**src/rtl/mem_store_buffer_pkg.sv**
```systemverilog
// Shared types for the memory-stage store buffer: FSM states and the buffered store entry.
package mem_stage_pkg;

  localparam int DEF_DATA_W = 32;
  localparam int DEF_ADDR_W = 32;

  typedef enum logic [1:0] {
    IDLE      = 2'd0,
    LOAD_WAIT = 2'd1,
    LOAD_DONE = 2'd2
  } mem_state_e;

  typedef struct packed {
    logic [DEF_ADDR_W-1:0] addr;
    logic [DEF_DATA_W-1:0] data;
  } store_entry_t;

endpackage

```
**src/rtl/mem_store_buffer_if.sv**
```systemverilog
// Request/response bundle between the EX/MEM register (master) and the store buffer (slave).
interface mem_store_buffer_if #(
  parameter int ADDR_W = 32,
  parameter int DATA_W = 32
);
  logic              ex_valid;
  logic              ex_read;
  logic              ex_write;
  logic [ADDR_W-1:0] ex_addr;
  logic [DATA_W-1:0] ex_wdata;
  logic              ex_ready;
  logic              wb_valid;
  logic [DATA_W-1:0] wb_data;

  modport master (
    output ex_valid, ex_read, ex_write, ex_addr, ex_wdata,
    input  ex_ready, wb_valid, wb_data
  );

  modport slave (
    input  ex_valid, ex_read, ex_write, ex_addr, ex_wdata,
    output ex_ready, wb_valid, wb_data
  );
endinterface

```
**src/rtl/mem_store_buffer_fifo.sv**
```systemverilog
// Circular store buffer; with STORE_FORWARD_EN it also exposes every entry in age order
// (index 0 = oldest) for the load-forwarding search.
module store_fifo
  import mem_stage_pkg::*;
#(
  parameter int DEPTH = 4
) (
  input  logic                   clk,
  input  logic                   reset,
  input  logic                   push,
  input  logic                   pop,
  input  store_entry_t           push_entry,
  output store_entry_t           head,
`ifdef STORE_FORWARD_EN
  output store_entry_t           age_entry [DEPTH],
  output logic [DEPTH-1:0]       age_valid,
`endif
  output logic [$clog2(DEPTH):0] count
);
  localparam int PTR_W = $clog2(DEPTH);
  localparam int CNT_W = PTR_W + 1;

  store_entry_t     mem_q [DEPTH];
  logic [PTR_W-1:0] wr_ptr_q;
  logic [PTR_W-1:0] rd_ptr_q;
  logic [CNT_W-1:0] count_q;

  // pointers wrap naturally because DEPTH is a power of two
  always_ff @(posedge clk or negedge reset) begin
    if (!reset) begin
      wr_ptr_q <= '0;
      rd_ptr_q <= '0;
      count_q  <= '0;
    end else begin
      if (push) wr_ptr_q <= wr_ptr_q + PTR_W'(1);
      if (pop)  rd_ptr_q <= rd_ptr_q + PTR_W'(1);
      case ({push, pop})
        2'b10:   count_q <= count_q + CNT_W'(1);
        2'b01:   count_q <= count_q - CNT_W'(1);
        default: count_q <= count_q;
      endcase
    end
  end

  always_ff @(posedge clk) begin
    if (push) mem_q[wr_ptr_q] <= push_entry;
  end

  assign head  = mem_q[rd_ptr_q];
  assign count = count_q;

`ifdef STORE_FORWARD_EN
  always_comb begin
    for (int i = 0; i < DEPTH; i++) begin
      age_entry[i] = mem_q[rd_ptr_q + PTR_W'(i)];
      age_valid[i] = (CNT_W'(i) < count_q);
    end
  end
`endif

endmodule

```
**src/rtl/mem_store_buffer.sv**
```systemverilog
// Memory-stage front end: buffers stores, drains them one per cycle, serves loads.
// Optional macro STORE_FORWARD_EN enables load forwarding from buffered stores.
//
// state     | meaning
// IDLE      | accepting requests, draining buffered stores
// LOAD_WAIT | load miss in flight, Mem_read held for READ_LAT cycles
// LOAD_DONE | Read_Data returned to writeback, one-cycle wb_valid
module mem_store_buffer
  import mem_stage_pkg::*;
#(
  parameter int DEPTH     = 4,
  parameter int DATA_W    = DEF_DATA_W,
  parameter int ADDR_W    = DEF_ADDR_W,
  parameter int MEM_WORDS = 10,
  parameter int READ_LAT  = 2
) (
  input  logic                   clk,
  input  logic                   reset,
  mem_store_buffer_if.slave      ex_if,
  output logic                   Mem_read,
  output logic                   Mem_write,
  output logic [ADDR_W-1:0]      Mem_address,
  output logic [DATA_W-1:0]      Write_data,
  input  logic [DATA_W-1:0]      Read_Data,
  output logic                   addr_err,
  output logic [$clog2(DEPTH):0] buf_count
);
  localparam int CNT_W = $clog2(DEPTH) + 1;
  localparam int LAT_W = (READ_LAT > 1) ? $clog2(READ_LAT) : 1;

  mem_state_e        state_q;
  logic [LAT_W-1:0]  lat_cnt_q;
  logic [ADDR_W-1:0] ld_addr_q;
  logic              wb_valid_q;
  logic [DATA_W-1:0] wb_data_q;

  logic [CNT_W-1:0]  count;
  store_entry_t      head;
  store_entry_t      push_entry;
  logic              idle, full, in_range, is_store, is_load;
  logic              load_ok, ready, accept, push, pop;
  logic              fwd_hit;
  logic [DATA_W-1:0] fwd_data;
  logic              miss_accept, hit_accept, oor_load, oor_any;

  assign idle     = (state_q == IDLE);
  assign full     = (count == CNT_W'(DEPTH));
  assign in_range = (ex_if.ex_addr < ADDR_W'(MEM_WORDS));
  // read+write together is treated as a store
  assign is_store = ex_if.ex_write;
  assign is_load  = ex_if.ex_read & ~ex_if.ex_write;

`ifdef STORE_FORWARD_EN
  store_entry_t     age_entry [DEPTH];
  logic [DEPTH-1:0] age_valid;

  // later (younger) matches overwrite earlier ones
  always_comb begin
    fwd_hit  = 1'b0;
    fwd_data = '0;
    for (int i = 0; i < DEPTH; i++) begin
      if (age_valid[i] && (age_entry[i].addr == ex_if.ex_addr)) begin
        fwd_hit  = 1'b1;
        fwd_data = age_entry[i].data;
      end
    end
  end

  assign load_ok = idle;
`else
  assign fwd_hit  = 1'b0;
  assign fwd_data = '0;
  // without forwarding a load must see an empty buffer so memory is current
  assign load_ok  = idle & (count == '0);
`endif

  always_comb begin
    ready = idle & ~full;
    if (is_load) ready = load_ok;
  end

  assign ex_if.ex_ready = ready;
  assign accept      = ex_if.ex_valid & ready;
  assign push        = accept & is_store & in_range;
  assign miss_accept = accept & is_load & in_range & ~fwd_hit;
  assign hit_accept  = accept & is_load & in_range & fwd_hit;
  assign oor_load    = accept & is_load & ~in_range;
  assign oor_any     = accept & (is_load | is_store) & ~in_range;
  // a load miss takes the memory port this cycle, so the drain waits
  assign pop         = idle & (count != '0) & ~miss_accept;

  assign push_entry = '{addr: ex_if.ex_addr, data: ex_if.ex_wdata};

  store_fifo #(
    .DEPTH (DEPTH)
  ) u_fifo (
    .clk        (clk),
    .reset      (reset),
    .push       (push),
    .pop        (pop),
    .push_entry (push_entry),
    .head       (head),
`ifdef STORE_FORWARD_EN
    .age_entry  (age_entry),
    .age_valid  (age_valid),
`endif
    .count      (count)
  );

  always_ff @(posedge clk or negedge reset) begin
    if (!reset) begin
      state_q    <= IDLE;
      lat_cnt_q  <= '0;
      ld_addr_q  <= '0;
      wb_valid_q <= 1'b0;
      wb_data_q  <= '0;
      addr_err   <= 1'b0;
    end else begin
      wb_valid_q <= 1'b0;
      if (oor_any) addr_err <= 1'b1;
      case (state_q)
        IDLE: begin
          if (miss_accept) begin
            state_q   <= LOAD_WAIT;
            lat_cnt_q <= LAT_W'(READ_LAT - 1);
            ld_addr_q <= ex_if.ex_addr;
          end else if (hit_accept) begin
            wb_valid_q <= 1'b1;
            wb_data_q  <= fwd_data;
          end else if (oor_load) begin
            wb_valid_q <= 1'b1;
            wb_data_q  <= '0;
          end
        end
        LOAD_WAIT: begin
          if (lat_cnt_q == '0) state_q <= LOAD_DONE;
          else                 lat_cnt_q <= lat_cnt_q - LAT_W'(1);
        end
        LOAD_DONE: begin
          state_q   <= IDLE;
          wb_data_q <= Read_Data;
        end
        default: state_q <= IDLE;
      endcase
    end
  end

  // miss data arrives during LOAD_DONE and is passed straight through
  assign ex_if.wb_valid = wb_valid_q | (state_q == LOAD_DONE);
  assign ex_if.wb_data  = (state_q == LOAD_DONE) ? Read_Data : wb_data_q;

  assign Mem_read    = (state_q == LOAD_WAIT);
  assign Mem_write   = pop;
  assign Mem_address = Mem_read ? ld_addr_q : (pop ? head.addr : '0);
  assign Write_data  = pop ? head.data : '0;
  assign buf_count   = count;

endmodule

```
**src/flat_wrapper.sv**
```systemverilog
// flat-port wrapper written by rule: the top's interface ports become plain ports
module mem_store_buffer_flat import mem_stage_pkg::*;
#(
  parameter int DEPTH     = 4,
  parameter int DATA_W    = DEF_DATA_W,
  parameter int ADDR_W    = DEF_ADDR_W,
  parameter int MEM_WORDS = 10,
  parameter int READ_LAT  = 2
)
  (clk, reset, Mem_read, Mem_write, Mem_address, Write_data, Read_Data, addr_err, buf_count, ex_if_ex_valid, ex_if_ex_read, ex_if_ex_write, ex_if_ex_addr, ex_if_ex_wdata, ex_if_ex_ready, ex_if_wb_valid, ex_if_wb_data);
  mem_store_buffer_if #(.ADDR_W(ADDR_W), .DATA_W(DATA_W)) ex_if_i ();
  input  logic clk;
  input  logic reset;
  output logic Mem_read;
  output logic Mem_write;
  output logic [ADDR_W-1:0] Mem_address;
  output logic [DATA_W-1:0] Write_data;
  input  logic [DATA_W-1:0] Read_Data;
  output logic addr_err;
  output logic [$clog2(DEPTH):0] buf_count;
  input wire logic [$bits(ex_if_i.ex_valid)-1:0] ex_if_ex_valid;
  input wire logic [$bits(ex_if_i.ex_read)-1:0] ex_if_ex_read;
  input wire logic [$bits(ex_if_i.ex_write)-1:0] ex_if_ex_write;
  input wire logic [$bits(ex_if_i.ex_addr)-1:0] ex_if_ex_addr;
  input wire logic [$bits(ex_if_i.ex_wdata)-1:0] ex_if_ex_wdata;
  output wire logic [$bits(ex_if_i.ex_ready)-1:0] ex_if_ex_ready;
  output wire logic [$bits(ex_if_i.wb_valid)-1:0] ex_if_wb_valid;
  output wire logic [$bits(ex_if_i.wb_data)-1:0] ex_if_wb_data;
  assign ex_if_i.ex_valid = ex_if_ex_valid;
  assign ex_if_i.ex_read = ex_if_ex_read;
  assign ex_if_i.ex_write = ex_if_ex_write;
  assign ex_if_i.ex_addr = ex_if_ex_addr;
  assign ex_if_i.ex_wdata = ex_if_ex_wdata;
  assign ex_if_ex_ready = ex_if_i.ex_ready;
  assign ex_if_wb_valid = ex_if_i.wb_valid;
  assign ex_if_wb_data = ex_if_i.wb_data;
  mem_store_buffer #(.DEPTH(DEPTH), .DATA_W(DATA_W), .ADDR_W(ADDR_W), .MEM_WORDS(MEM_WORDS), .READ_LAT(READ_LAT)) u_core (.clk(clk), .reset(reset), .ex_if(ex_if_i), .Mem_read(Mem_read), .Mem_write(Mem_write), .Mem_address(Mem_address), .Write_data(Write_data), .Read_Data(Read_Data), .addr_err(addr_err), .buf_count(buf_count));
endmodule
```
**config.mk**
```make
export PLATFORM = sky130hd
export DESIGN_NAME = mem_store_buffer_flat
export DESIGN_NICKNAME = d
export VERILOG_FILES = /design/src/rtl/mem_store_buffer_pkg.sv /design/src/rtl/mem_store_buffer_if.sv /design/src/rtl/mem_store_buffer_fifo.sv /design/src/rtl/mem_store_buffer.sv /design/src/flat_wrapper.sv
export SDC_FILE = /design/constraint.sdc
export NUM_CORES = 1
export LEC_CHECK = 0
export ABC_AREA = 1
export BUFFER_PORTS_ARGS = -buffer_cell sky130_fd_sc_hd__buf_4
export CAP_MARGIN = 5
export CORE_MARGIN = 1.5
export CORE_UTILIZATION = 55
export DETAILED_ROUTE_END_ITERATION = 10
export GPL_TIMING_DRIVEN = 1
export PLACE_DENSITY = 0.77
export SETUP_SLACK_MARGIN = 0.1
export SLEW_MARGIN = 20
export SYNTH_ARGS = -nofsm -noshare
export SYNTH_HDL_FRONTEND = slang
export SYNTH_SLANG_ARGS = --single-unit
export TNS_END_PERCENT = 5
```
**constraint.sdc**
```tcl
create_clock -name clk -period 5.39 [get_ports clk]
set_input_delay 0 -clock clk [delete_from_list [all_inputs] [get_ports clk]]
set_output_delay 0 -clock clk [all_outputs]
set_load 0.03 [all_outputs]
```
==> summary.md, run 1 <==
| Metric | Value |
|---|---|
| Post-place setup slack | 2.14 ns |
| Slowest CP cell | clkinv_2 |
| Clock tree sinks | 332 |
| All-Layer GR Usage | 0.250 |
| IO Count | 205 |
| Fin Hold WS | 0.234 ns |
| Synth Area per Inst | 11.0 um^2 |
| Mapped Cells | 1246 |
| Setup ws final | 2.02 ns |
| Max rail drop VDD | 0.000246 V |
| Multi-input logic area | 3430 um^2 |
| Cell Area, Synth | 13700 um^2 |
| Layout cell share with drive strength beyond 1 | 0.199 |
| Cell family with most CP delay | buffers and inverters |
| Total leakage power | 7.30 nW |
| Relative max-transition margin | 0.334 |
| Antenna violations before repair | 0 |
| CP max stage delay | 0.84 ns |
| Cell Rows | 57 |
| Crit share post-route | 0.625 |
| P&R area growth vs syn | 28.3% |
| Status | completed |
| Global-route wire length before repair | 50700 um |
| Req. time, crit path | 5.39 ns |
| Synth Register Bits | 332 |
| Top cell type's share of synthesized area | 0.561 |
| Largest net degree at the start of global routing | 98 |
| Vias in the first global route | 9842 |
| Routed Antenna Nets | 0 |
| Critical path endpoint category | primary output |
| Clk_lat worst skew | 0.51 ns |
| Ys Warns | 0 |
| RSZ-0062 raised after global routing | false |
| Final setup viols | 0 |
| Fillers | 1630 |
| Htree depth | 2 |
| Final Hold Viols | 0 |
| Final nets | 1643 |
| Min-Delay Path Class | in2reg |
| Setup_tns | 0 ns |
| CTS clk-pin slew, worst paths | 0.06 ns |
| Max Buffers Root-to-Sink | 3 |
| Buf+Inv Stages, Crit Path | 3 |
| Grt ovf | 0 |
| Total core area | 24400 um^2 |
| Total number of vias | 9971 |
| TritonRoute pass-1 iters | 6 |
| Final instance area | 17600 um^2 |
| Max cap viols | 0 |
| Setup Skew | 0.00985 ns |
| Most prevalent standard cell on the critical path | buf_4 |
| Fin cells | 1886 |
| Port Buffers | 204 |
| Placed cells | 1720 |
| CTS tree | yes |
| Die area | 25900 um^2 |
| Dpl hpwl | 18300 um |
| Max-slew violations | 0 |
| Placed cell areas | 15400 um^2 |
| Die Y | 161 um |
| Seq. cell area | 9590 um^2 |
| PD cells | 306 nW/um^2 |
| Worst setup SP type | flip-flop |
| Min Tclk post-route | 3.37 ns |
| Distinct cell type count after synthesis | 29 |
| Critical-path cell list | clkinv_2 > buf_4 > o21ai_0 > a21oi_1 > buf_4 |
| Total wire length | 32200 um |
| Mean routed wirelength per cell | 17.1 um |
| Top cell type by total area after synthesis | edfxtp_1 |
| Die W | 161 um |
| CTS root buf | clkbuf_16 |
| Top cells by area, synth | edfxtp_1 56%, dfrtp_1 14%, nor2_1 7.3% |
| Worst Tran Pin Value | 0.999 ns |
| Routability cong. | 0.766 |
| Starting Density | 0.562 |
| Via density | 5.29 |
| WP data arrival | 3.37 ns |
| CP Class | reg2out |
| Iter 0 DRT Violations | 953 |
| Sequential-to-total area share from yosys stat | 0.700 |
| Crit-path max FO | 74 |
| Fmax | 0.297 GHz |
| Synthesized net count | 1353 |
| Number of antenna diodes | 0 |
| Residual DRC count | 0 |
| CTS Buf Count | 36 |
==> metrics by stage <==
stage	utilization	total power, W
after floorplan	-	0.00290
after global placement	0.633	0.00302
after detailed placement	0.633	0.00302
after CTS	0.720	0.00540
after global routing	0.721	0.00554
final	0.721	0.00537
==> cells in the final DEF (no fill, tap or decap) <==
master | netlist | final
a21oi_1 | 34 | 34
and3_1 | 1 | 1
buf_4 | 2 | 216
bufinv_16 | 0 | 2
clkbuf_1 | 36 | 10
clkbuf_16 | 0 | 37
clkbuf_8 | 0 | 2
clkinv_1 | 1 | 3
clkinv_2 | 0 | 9
clkinvlp_4 | 0 | 1
dfrtp_1 | 76 | 74
dfrtp_2 | 0 | 1
dfrtp_4 | 0 | 1
dlygate4sd3_1 | 0 | 102
edfxtp_1 | 256 | 256
fa_1 | 1 | 1
ha_1 | 5 | 5
inv_1 | 93 | 92
inv_2 | 4 | 4
inv_6 | 0 | 2
inv_8 | 1 | 1
nand2_1 | 175 | 174
nand2_2 | 2 | 3
nand2_4 | 2 | 2
nand3_1 | 7 | 7
nand4_4 | 1 | 1
nor2_1 | 266 | 262
nor2_2 | 22 | 21
nor2_4 | 0 | 5
nor2_8 | 2 | 2
o21ai_0 | 184 | 184
o21ai_1 | 11 | 11
o22ai_1 | 32 | 32
or2_2 | 1 | 1
xnor2_1 | 1 | 1
xor2_1 | 2 | 2
==> flip-flops by register name, summed over array words and instances (netlist names) <==
name,flops
u_core.u_fifo.mem_q,256
u_core.ld_addr_q,32
u_core.wb_data_q,32
u_core.u_fifo.count,3
u_core.state_q,2
u_core.u_fifo.rd_ptr_q,2
u_core.u_fifo.wr_ptr_q,2
u_core.addr_err,1
u_core.lat_cnt_q,1
u_core.wb_valid_q,1
==> cells in the mapped netlist (all sizes together) <==
| library cell | number |
|---|---|
| edfxtp | 256 |
| nand4 | 1 |
| a21oi | 34 |
| clkbuf | 36 |
| inv | 98 |
| nand3 | 7 |
| buf | 30 |
| xnor2 | 1 |
| fa | 1 |
| nand2 | 179 |
| and3 | 1 |
| o22ai | 32 |
| or2 | 1 |
| clkinv | 1 |
| o21ai | 195 |
| dfrtp | 76 |
| xor2 | 2 |
| ha | 5 |
| nor2 | 290 |
==> report_power, final <==
| part | leakage, nW | switching, W | internal (W) |
|---|---|---|---|
| clock | 0.554 | 0.000950 | 0.00139 |
| combinational | 3.54 | 0.000142 | 0.000128 |
| sequential | 3.21 | 0.00000326 | 0.00276 |
==> per-layer routing <==
layer,vias up,wire length (um),GRT usage
met1,4827,13500,0.329
met5,-,0,0
met2,306,16000,0.422
met4,0,920,0.0951
li1,4771,-,-
met3,67,1790,0.0411
==> final timing paths <==
| check | from | endpoint | slack (ns) | depth (start not counted) |
|---|---|---|---|---|
| setup reg to reg | u_core.u_fifo.count[0] | u_core.u_fifo.mem_q[0][14] | 2.13 | 8 |
| max in group asynchronous | reset | u_core.u_fifo.rd_ptr_q[0] | 4.46 | 3 |
| min in group asynchronous | reset | u_core.ld_addr_q[15] | 0.26 | 3 |
| hold reg to reg | u_core.lat_cnt_q | u_core.state_q[1] | 0.46 | 1 |
| setup / recovery | u_core.u_fifo.rd_ptr_q[0] | Write_data[31] | 2.02 | 5 |
| hold / removal | ex_if_ex_wdata[11] | u_core.u_fifo.mem_q[3][11] | 0.23 | 2 |
==> logic make-up after synthesis <==
group | count (synthesis) | synth area share
compound gates | 261 | 0.0983
simple gates | 479 | 0.141
buf+inv | 165 | 0.0524
fa+ha+maj | 6 | 0.00603
xor+xnor | 3 | 0.00192
flops | 332 | 0.700
==> timing repair <==
action / CTS / global route
hold buffers: 102 / 0
hold endpoints to repair: 371 / 0
gates resized for setup: 0 / 0
setup buffers: 0 / 0
==> worst register-to-register path, stage by stage (launching register included) <==
cell and delay [ns]:
dfrtp_1 0.42, inv_2 0.09, nand2_1 0.06, nand2_1 0.13
nand4_4 0.14, nor2_1 0.24, nand2_1 0.36, nor2_4 0.78
buf_4 0.63
==> cell type report <==
type                    count  area share
clock inverters            15     0.00755
multi-input cells         749       0.195
repair buffers            318       0.150
inverters                  99      0.0216
clock buffers              49      0.0564
flip-flops and latches    332       0.546
well taps                 324      0.0231
(Power assumes the default switching activity.)
==> inputs of run 2 (changes only) <==
Settings changed: ABC_AREA 1 to 0, PLACE_DENSITY 0.77 to 0.78.
Clock period 5.39 ns to 3.3 ns, I/O delays scaled along.
==> summary.md, run 2 <==
| Metric | Value |
|---|---|
| Setup_tns | 0 ns (unchanged) |
| Layout cell share with drive strength beyond 1 | 0.385 (was 0.199) |
| TritonRoute pass-1 iters | 5 (was 6) |
| Clk_lat worst skew | 0.51 ns (about the same) |
| Setup Skew | 0.0144 ns (was 0.00985 ns) |
| Residual DRC count | 0 (unchanged) |
| Mapped Cells | 656 (was 1246) |
| Largest Register | u_core.u_fifo.mem_q (unchanged) |
| PD cells | 530 nW/um^2 (was 306 nW/um^2) |
| Top flop regs | u_core.u_fifo.mem_q x256, u_core.ld_addr_q x32, u_core.wb_data_q x32 (unchanged) |
| Dpl hpwl | 17400 um (was 18300 um) |
| RSZ-0062 raised after global routing | false (unchanged) |
| Worst setup SP type | flip-flop (unchanged) |
| Max rail drop VDD | 0.000471 V (was 0.000246 V) |
| Min-Delay Path Class | in2reg (unchanged) |
| Grt ovf | 0 (unchanged) |
| Req. time, crit path | 3.30 ns (was 5.39 ns) |
| Sequential-to-total area share from yosys stat | 0.741 (was 0.700) |
| Final Hold Viols | 0 (unchanged) |
| Critical path endpoint category | primary output (unchanged) |
| Count of flip-flops with a built-in enable after synthesis | 256 (unchanged) |
| Port Buffers | 204 (unchanged) |
| CTS clk-pin slew, worst paths | 0.06 ns (about the same) |
| Final nets | 1085 (was 1643) |
| Routability cong. | 0.769 (was 0.766) |
| Top cells by area, synth | edfxtp_1 59%, dfrtp_1 15%, mux4_2 11% (was edfxtp_1 56%, dfrtp_1 14%, nor2_1 7.3%) |
| Starting Density | 0.566 (was 0.562) |
| Synth top cells by count | 256 x edfxtp_1, 76 x dfrtp_1, 64 x mux4_2 (was 266 x nor2_1, 256 x edfxtp_1, 184 x o21ai_0) |
| CTS Buf Count | 34 (was 36) |
| CTS root buf | clkbuf_16 (unchanged) |
| Post-Route M1 WL | 11600 um (was 13500 um) |
| Mean routed wirelength per cell | 22.7 um (was 17.1 um) |
| Max reg flops | 256 (unchanged) |
| Antenna violations before repair | 2 (was 0) |
| CP Class | reg2out (unchanged) |
| Max Buffers Root-to-Sink | 3 (unchanged) |
| Via density | 5.69 (was 5.29) |
| Max cap viols | 0 (unchanged) |
| All-Layer GR Usage | 0.249 (was 0.250) |
| Hold Buf Count CTS | 100 (was 102) |
| Top Metal Used | met4 (unchanged) |
| Crit-path max FO | 29 (was 74) |
| Vias in the first global route | 7905 (was 9842) |
| Die Y | 156 um (was 161 um) |
| Most common cell in the netlist | edfxtp_1 (was nor2_1) |
| Status | completed (unchanged) |
| Fmax | 0.373 GHz |
| Min Tclk post-route | 2.68 ns |
| Distinct cell type count after synthesis | 34 (was 29) |
| Total core area | 22800 um^2 (was 24400 um^2) |
| Synth Area per Inst | 19.7 um^2 (was 11.0 um^2) |
| Total leakage power | 6.81 nW (was 7.30 nW) |
| Clock tree sinks | 332 (unchanged) |
| Relative max-transition margin | 0.341 (was 0.334) |
| Total wire length | 30000 um (was 32200 um) |
| Main synth FF type | edfxtp_1 (unchanged) |
| Top cell type's share of synthesized area | 0.594 (was 0.561) |
| Met3 WL | 1960 um (was 1790 um) |
| Htree depth | 2 (unchanged) |
| Max-slew violations | 0 (unchanged) |
| Crit share post-route | 0.812 |
| Final setup viols | 0 (unchanged) |
| Largest net degree at the start of global routing | 77 (was 98) |
| WP data arrival | 2.68 ns (was 3.37 ns) |
| P&R area growth vs syn | 32.0% (was 28.3%) |
| Die area | 24400 um^2 (was 25900 um^2) |
| Routed wl met2 | 15700 um (was 16000 um) |
| Ys Warns | 0 (unchanged) |
| Synth Register Bits | 332 (unchanged) |
| Most common cell after layout, fill and taps aside | edfxtp_1 (was nor2_1) |
| IO Count | 205 (unchanged) |
| Cell Area, Synth | 12900 um^2 (was 13700 um^2) |
| Cell Rows | 55 (was 57) |
| Global-route wire length before repair | 45100 um (was 50700 um) |
| Async set or reset register ratio after synthesis | 0.229 (unchanged) |
| Synthesized net count | 763 (was 1353) |
| Most frequent cells in the layout | 256 x edfxtp_1, 222 x buf_4, 100 x dlygate4sd3_1 (was 262 x nor2_1, 256 x edfxtp_1, 216 x buf_4) |
| Post-CTS setup buffer count | 0 (unchanged) |
| Fin Hold WS | 0.173 ns (was 0.234 ns) |
| CTS tree | yes (unchanged) |
| Worst Tran Pin Value | 0.988 ns (was 0.999 ns) |
| Cts repair resizes | 0 (unchanged) |
| Top cell type by total area after synthesis | edfxtp_1 (unchanged) |
| Iter 0 DRT Violations | 657 (was 953) |
| Total number of vias | 7504 (was 9971) |
| Routed Antenna Nets | 0 (unchanged) |
| Die W | 156 um (was 161 um) |
==> run 2: area by class of cell <==
class | count | area (um^2)
Sequential cell | 332 | 9590
Multi-Input combinational cell | 277 | 3160
Inverter | 7 | 26.3
Antenna cell | 2 | 5.00
Clock buffer | 41 | 941
Clock inverter | 21 | 199
Timing Repair Buffer | 326 | 2750
Fill cell | 1320 | 5780
Tap cell | 313 | 392
==> run 2: path summary, 6_finish.rpt <==
kind	from	end	slack, ns	cells past startpoint
worst max-delay path	u_core.u_fifo.rd_ptr_q[0]	Mem_address[20]	0.62	4
min in group asynchronous	reset	u_core.ld_addr_q[19]	0.19	2
worst max register to register	u_core.state_q[1]	u_core.ld_addr_q[2]	0.88	5
max in group asynchronous	reset	u_core.u_fifo.rd_ptr_q[0]	2.39	2
worst min-delay path	ex_if_ex_valid	u_core.u_fifo.wr_ptr_q[0]	0.17	5
worst min register to register	u_core.lat_cnt_q	u_core.state_q[1]	0.48	1
==> run 2: per-stage QoR <==
step                      setup WS (ns)  cells  area [um^2]  total power (W)   util
after CTS                         0.482   1317        17100          0.00909  0.747
after global placement            0.753   1155        14900          0.00514  0.653
final                             0.620   1319        17100          0.00905  0.747
after global routing              0.473   1319        17100          0.00929  0.747
after floorplan                   0.201    656        12900          0.00489      -
after detailed placement          0.683   1155        14900          0.00516  0.653
==> run 2: metal layers <==
layer,GRT usage,up-vias
met5,0,-
met4,0.0862,0
met3,0.0415,56
met2,0.431,314
met1,0.322,3863
li1,-,3271
==> run 2: where the power goes <==
| group | switching [W] | leakage, nW | internal [W] | total (W) |
|---|---|---|---|---|
| logic | 0.000314 | 2.90 | 0.000327 | 0.000641 |
| clock network | 0.00153 | 0.564 | 0.00235 | 0.00388 |
| registers | 0.0000211 | 3.34 | 0.00451 | 0.00453 |
==> run 2: worst max-delay path, stage by stage (launching register included) <==
cell,delay [ns]
dfrtp_4,0.80
buf_4,0.39
mux4_2,0.58
a22o_1,0.21
buf_4,0.17
==> run 2: cell families after synthesis <==
logic type               share of synthesized area
multiplexers                                 0.144
XOR/XNOR                                   0.00406
AND/OR/NAND/NOR                             0.0448
buffers and inverters                       0.0156
flip-flops                                   0.741
AO/OA/AOI/OAI                               0.0433
adder cells (fa/ha/maj)                    0.00638
